===== config.mk =====
export PLATFORM = sky130hd
export DESIGN_NAME = ca_line_engine
export DESIGN_NICKNAME = d
export VERILOG_FILES = /design/src/rtl/ca_line_engine.sv
export SDC_FILE = /design/constraint.sdc
export NUM_CORES = 2
export LEC_CHECK = 0
export BUFFER_PORTS_ARGS = -buffer_cell sky130_fd_sc_hd__buf_2
export CAP_MARGIN = 5
export CORE_ASPECT_RATIO = 1.25
export CORE_UTILIZATION = 40
export DETAILED_ROUTE_END_ITERATION = 6
export SLEW_MARGIN = 20
export SYNTH_ARGS = -nofsm -noshare
export SYNTH_HDL_FRONTEND = slang
export SYNTH_SLANG_ARGS = --single-unit

===== constraint.sdc =====
create_clock -name clk -period 55.5 [get_ports clk]
set_clock_uncertainty 0.1 [all_clocks]
set_input_delay 11.1 -clock clk [delete_from_list [all_inputs] [get_ports clk]]
set_output_delay 11.1 -clock clk [all_outputs]
set_load 0.01 [all_outputs]

===== src/rtl/ca_line_engine.sv =====
// ca_line_engine
//
// Draws a 1-D, 3-neighbour cellular automaton, one generation per scan line.
// The current generation lives in a WIDTH x 1 line RAM. While a line is
// scanned out, each cell is shown and its successor is written back into the
// same RAM location, so the RAM holds the next generation once the line ends.
// Every frame starts again from a single live cell at SEED_POS. The rule is
// latched only when reseeding starts, so changing it mid-frame has no effect
// until the next frame.
//
// Ports
//   clk              pixel clock
//   rst              synchronous, active-high reset
//   rule             Wolfram rule number, latched when reseeding starts
//   inPrefetchArea   high while prefetchCounterX walks 0..WIDTH-1 on a visible line
//   prefetchCounterX cell index from the sync generator
//   counterY         line number from the sync generator
//   pixel_on         registered cell value, two cycles after its prefetch index
//   busy             registered (state != RUN)
module ca_line_engine #(
    parameter int         WIDTH     = 1280,
    parameter int         SEED_LINE = 1024,
    parameter int         LAST_LINE = 1065,
    parameter int         SEED_POS  = 640,
    parameter logic [7:0] RULE      = 8'd30
) (
    input  logic        clk,
    input  logic        rst,
    input  logic [7:0]  rule,
    input  logic        inPrefetchArea,
    input  logic [10:0] prefetchCounterX,
    input  logic [10:0] counterY,
    output logic        pixel_on,
    output logic        busy
);

    localparam logic [10:0] LAST_X = 11'(WIDTH - 1);
    localparam logic [10:0] SEED_X = 11'(SEED_POS);
    localparam logic [10:0] SEED_Y = 11'(SEED_LINE);
    localparam logic [10:0] LAST_Y = 11'(LAST_LINE);

    typedef enum logic [1:0] {
        ST_SEED = 2'd0,
        ST_WAIT = 2'd1,
        ST_RUN  = 2'd2
    } state_t;

    state_t      state_reg, state_next;
    logic [10:0] s_reg;
    logic [7:0]  rule_reg;

    // Pipeline registers
    logic        v1_reg;
    logic        last1_reg;
    logic [10:0] x1_reg;
    logic        l_reg;
    logic        c_reg;
    logic        rd_data_reg;

    // Line RAM
    logic        mem [0:WIDTH-1];
    logic [10:0] rd_addr;
    logic        we;
    logic [10:0] wa;
    logic        wd;
    logic        r;

    // Next-state logic
    always_comb begin
        state_next = state_reg;
        case (state_reg)
            ST_SEED: if (s_reg == LAST_X)    state_next = ST_WAIT;
            ST_WAIT: if (counterY == LAST_Y) state_next = ST_RUN;
            ST_RUN:  if (counterY == SEED_Y) state_next = ST_SEED;
            default: state_next = ST_SEED;
        endcase
    end

    // Right neighbour: beyond the last cell is always dead (no wrap-around).
    assign r = last1_reg ? 1'b0 : rd_data_reg;

    // Stage 0 fetches one cell ahead; outside the visible run it parks on
    // address 0 so the blank cycles preload the first cell of the next line.
    always_comb begin
        rd_addr = '0;
        if (inPrefetchArea && (prefetchCounterX != LAST_X)) begin
            rd_addr = prefetchCounterX + 11'd1;
        end
    end

    // The single write port is owned by the seeder in SEED and by the
    // compute stage in RUN; the two never overlap.
    always_comb begin
        we = 1'b0;
        wa = s_reg;
        wd = (s_reg == SEED_X);
        if (state_reg == ST_SEED) begin
            we = 1'b1;
        end else if ((state_reg == ST_RUN) && v1_reg) begin
            we = 1'b1;
            wa = x1_reg;
            wd = rule_reg[{l_reg, c_reg, r}];
        end
    end

    // In-place update is safe: cell x is written one cycle after x+1 was
    // read, and its old value survives in l_reg for cell x+1's computation.
    always_ff @(posedge clk) begin
        if (we) begin
            mem[wa] <= wd;
        end
        rd_data_reg <= mem[rd_addr];
    end

    always_ff @(posedge clk) begin
        if (rst) begin
            state_reg <= ST_SEED;
            s_reg     <= '0;
            rule_reg  <= RULE;
            v1_reg    <= 1'b0;
            last1_reg <= 1'b0;
            x1_reg    <= '0;
            l_reg     <= 1'b0;
            c_reg     <= 1'b0;
            pixel_on  <= 1'b0;
            busy      <= 1'b1;
        end else begin
            state_reg <= state_next;
            busy      <= (state_reg != ST_RUN);

            if ((state_reg == ST_SEED) && (s_reg != LAST_X)) begin
                s_reg <= s_reg + 11'd1;
            end
            if ((state_reg == ST_RUN) && (state_next == ST_SEED)) begin
                s_reg    <= '0;
                rule_reg <= rule;
            end

            // Stage 0
            v1_reg    <= inPrefetchArea;
            last1_reg <= inPrefetchArea && (prefetchCounterX == LAST_X);
            x1_reg    <= prefetchCounterX;

            // Stage 1
            if (v1_reg) begin
                if (state_reg == ST_RUN) begin
                    pixel_on <= c_reg;
                    l_reg    <= c_reg;
                    c_reg    <= r;
                end else begin
                    pixel_on <= 1'b0;
                end
            end else begin
                // Between lines: left of cell 0 is dead, centre is new cell 0.
                l_reg    <= 1'b0;
                c_reg    <= rd_data_reg;
                pixel_on <= 1'b0;
            end
        end
    end

endmodule

==> impl_summary.md <==
Outcome
The flow ran to the end, and the final reports show no timing, DRC or antenna violations.

Placement
The count of input and output buffers is 34. The pre-CTS setup slack is 38.94 ns. The wire-length estimate of the detail-placed layout is 104000 um. In this run, placement finished with an instance count of 6685.

The final weighted congestion of routability-driven global placement is 0.854.

Worst setup path
The endpoint identified for the worst register-to-register timing path is mem[1001]. Walking the worst path, the cells encountered are buf_8 > buf_4 > buf_4 > and2b_1 > o41ai_4 > buf_4 > buf_12 > o221ai_1 > o21ai_0 > a311oi_1 > nor4_1 > a211o_1 > o211ai_1 > nand4bb_1 > nand4_1. The largest single stage delay on the critical path is 0.74 ns. The nature of the critical path endpoint is a flip-flop. By instance count, the cell type seen most on the critical path is sky130_fd_sc_hd__buf_4. In this run the critical register-to-register path is launched from state_reg[0]. The setup check on the worst reg-to-reg path leaves a slack of 49.55 ns. The critical path is of the in -> reg type. The required time reported for the critical path endpoint is 56.11 ns. Measured in cells, the most critical reg-to-reg path has a length of 8. The slowest stage of the critical path is the sky130_fd_sc_hd__buf_4 cell. The highest fanout seen on the critical path is 162.

The kind of launch point of the worst setup path is a primary input. Data arrives at the worst endpoint at 16.61 ns.

Floorplanning
In this run the core area contains 156 standard-cell rows. The starting utilization of the core area is 0.403. The number of primary I/O pins is 35. The die area is 148000 sq um. The vertical extent of the die is 429 um. The x dimension of the die is 344 um. The core footprint is 145000 sq um.

STA
The number of setup violations in the final report is 0. The post-layout minimum cycle time is 16.00 ns. The total negative setup slack is 0 ns. The number of hold violations in the final report is 0. The remaining max-slew budget at the tightest pin is 0.214. The highest achievable clock rate is 62.5 MHz. The number of max-slew violations in the final report is 0.

Of the available clock period, the critical path in the final layout requires 0.288. The least setup slack across all paths after layout is 39.50 ns. At the pin with the least slew margin, the transition time is 1.18 ns. Setup repair after global routing left no endpoint under its margin.

Synthesis
The number of different library cells used by synthesis comes to 85. Synthesis handed over a netlist of 5118 instances. The most used flip-flop cell after synthesis is sky130_fd_sc_hd__edfxtp_1. In the synthesized netlist the async set-or-reset flop fraction comes to 0. Counting flops and latches in the post-synthesis netlist gives 1319.

For this run, the number of Yosys warnings is 0. In this run, synthesis inferred 1280 flip-flops with an integrated enable. The net count after synthesis is 5154.

A synthesized cell averages 11.4 sq um. The register area share after synthesis is 0.671. The summed instance area of the synthesized netlist is 58400 sq um.

Pwr
The worst-case IR drop observed on VDD is 0.0000311 V. The leakage component of the power is 17.2 nW. Power spread over the standard cell area amounts to 32.6 nW/um^2. The power consumption is 2.10 mW.

Detailed routing
The final routed wirelength across all metal layers is 200000 um. In the routed layout, each cell is associated on average with a via count of 6.23. The number of iterations in the first detailed-routing pass is 6. In the routed design, unresolved DRC markers number 0. The number of nets with antenna violations after routing is 0. After the first detailed-routing iteration, the DRC count stood at 5673. The count of vias placed by the detailed router is 43.2k. After detailed routing, the average wire length per cell comes to 28.9 um.

CTS
In this run the clock root is driven by a sky130_fd_sc_hd__clkbuf_16. The total of cells resized after clock tree synthesis is 0. Hold repair after CTS inserted 0 buffers.

At the later pin of the worst-skew pair, clock insertion delay measures 0.78 ns. TritonCTS built the clock tree. Buffers inserted during clock tree synthesis total 133. The clock slew seen by the registers of the worst setup and hold paths is 0.06 ns. Post-CTS timing repair inserted 0 buffers for setup. The clock passes through at most 3 buffers. The H-tree level count is 4.

The CTS sink count is 1319.

Worst hold path
The number of cells traversed by the worst hold path is 1. The path with the worst hold slack has its endpoint at rule_reg[4]. The kind of path behind the tightest hold check is reg -> reg.

The worst hold path begins at rule_reg[4].

Global routing
The number of global-route vias before repair is 40.7k. The total grt overflow is 0. For this run, the total global-route usage over all layers was measured as 0.266. Entering global routing, the biggest net connects 266 pins.

The wire length of the first global-routing pass is 285000 um. The number of antenna violations at the first check in global routing is 11.

Cells and area
The number of nets at the end of the flow is 4960. The non-filler instance count after layout is 6923. The register with the most flip-flops in the layout has 1280 of them. The fill cell total of the finished layout is 13.4k. From synthesis to final layout, the design area changed by 10.2%.

The most common cell after layout, fill and taps aside is sky130_fd_sc_hd__nor2_1. In the final layout, the share of cells above drive strength 1 is 0.0929. In the layout the commonest cells are sky130_fd_sc_hd__nor2_1 (1358), sky130_fd_sc_hd__edfxtp_1 (1280), sky130_fd_sc_hd__nand2_1 (419).

Flow run
The tool flagged a number of max-cap violations equal to 0.
[cell type report]
cell class / count / area, sq um / share of cell area
antenna: 2 / 5.00 / 0.0000777
clock buffer: 169 / 3570 / 0.0554
clock inverter: 67 / 618 / 0.00960
inverter: 25 / 101 / 0.00157
multi-input combinational: 3287 / 17300 / 0.269
sequential: 1319 / 39200 / 0.609
tap: 1896 / 2370 / 0.0368
timing repair buffer: 158 / 1170 / 0.0182
[report_power, final]
group | internal (mW) | switching (mW)
logic | 0.0343 | 0.104
clock network | 0.487 | 0.397
registers | 1.08 | 0.00164
total | 1.60 | 0.503
[worst max-delay path: cells and delay by family]
family / cells / cell delay [ns]
AO/OA/AOI/OAI: 6 / 0.90
buffers and inverters: 5 / 2.79
AND/OR/NAND/NOR: 4 / 1.35
[Yosys cell counts, types with 8 or more instances]
master / count / area, sq um
sky130_fd_sc_hd__a2111oi_0: 13 / 114
sky130_fd_sc_hd__nand3_1: 160 / 801
sky130_fd_sc_hd__mux4_2: 11 / 248
sky130_fd_sc_hd__or3_1: 14 / 87.6
sky130_fd_sc_hd__a211o_1: 18 / 158
sky130_fd_sc_hd__a22oi_1: 11 / 82.6
sky130_fd_sc_hd__mux2_2: 20 / 225
sky130_fd_sc_hd__buf_1: 68 / 255
sky130_fd_sc_hd__o211ai_1: 25 / 188
sky130_fd_sc_hd__nand2b_1: 8 / 50.1
sky130_fd_sc_hd__a21oi_1: 169 / 846
sky130_fd_sc_hd__o2111ai_1: 11 / 96.3
sky130_fd_sc_hd__nor4_1: 16 / 100
sky130_fd_sc_hd__nor3_1: 74 / 370
sky130_fd_sc_hd__a221oi_1: 19 / 166
sky130_fd_sc_hd__buf_2: 106 / 531
sky130_fd_sc_hd__dfxtp_1: 39 / 781
sky130_fd_sc_hd__o21bai_1: 8 / 60.1
sky130_fd_sc_hd__o31ai_1: 11 / 82.6
sky130_fd_sc_hd__inv_1: 21 / 78.8
sky130_fd_sc_hd__nand2_1: 473 / 1780
sky130_fd_sc_hd__mux2i_1: 115 / 1150
sky130_fd_sc_hd__clkbuf_1: 276 / 1040
sky130_fd_sc_hd__a21o_1: 10 / 75.1
sky130_fd_sc_hd__and3_1: 13 / 81.3
sky130_fd_sc_hd__a31oi_1: 68 / 425
sky130_fd_sc_hd__a311oi_1: 14 / 123
sky130_fd_sc_hd__edfxtp_1: 1280 / 38400
sky130_fd_sc_hd__nor2_1: 1367 / 5130
sky130_fd_sc_hd__xnor2_1: 10 / 87.6
sky130_fd_sc_hd__o21ai_0: 149 / 746
sky130_fd_sc_hd__a211oi_1: 26 / 195
sky130_fd_sc_hd__o221ai_1: 143 / 1250
sky130_fd_sc_hd__o22ai_1: 152 / 951
sky130_fd_sc_hd__nor2b_1: 18 / 113
sky130_fd_sc_hd__buf_4: 34 / 255
sky130_fd_sc_hd__nand4_1: 39 / 244
[per-stage QoR]
stage                     utilization  hold WS, ns  area [sq um]
after floorplan                     -        0.330         58400
after global placement          0.415        0.341         60100
after detailed placement        0.415        0.353         60200
after CTS                       0.444        0.367         64400
after global routing            0.445        0.374         64400
final                           0.445        0.366         64400
[how the worst max path moves through the flow]
stage,from,endpoint,slack (ns),cells after the start
2_1_floorplan,state_reg[1],mem[0],16.75,5
3_3_place_gp,prefetchCounterX[0],rd_data_reg,38.59,14
3_5_place_dp,prefetchCounterX[0],rd_data_reg,38.94,15
4_1_cts,prefetchCounterX[0],rd_data_reg,39.76,14
5_1_grt,prefetchCounterX[0],rd_data_reg,39.50,14
6_report,prefetchCounterX[0],rd_data_reg,39.50,15
[routing by layer]
metal | track usage | wire length (um)
met1 | 0.336 | 72200
met2 | 0.436 | 96600
met3 | 0.0499 | 20600
met4 | 0.134 | 10700
met5 | 0 | 61
[logic make-up after synthesis]
family | share of synthesized area
compound gates | 0.105
xor+xnor | 0.00268
fa+ha+maj | 0.000643
buf+inv | 0.0377
flops | 0.671
mux | 0.0278
simple gates | 0.155
Note: power is estimated with default switching activity, not from simulation.
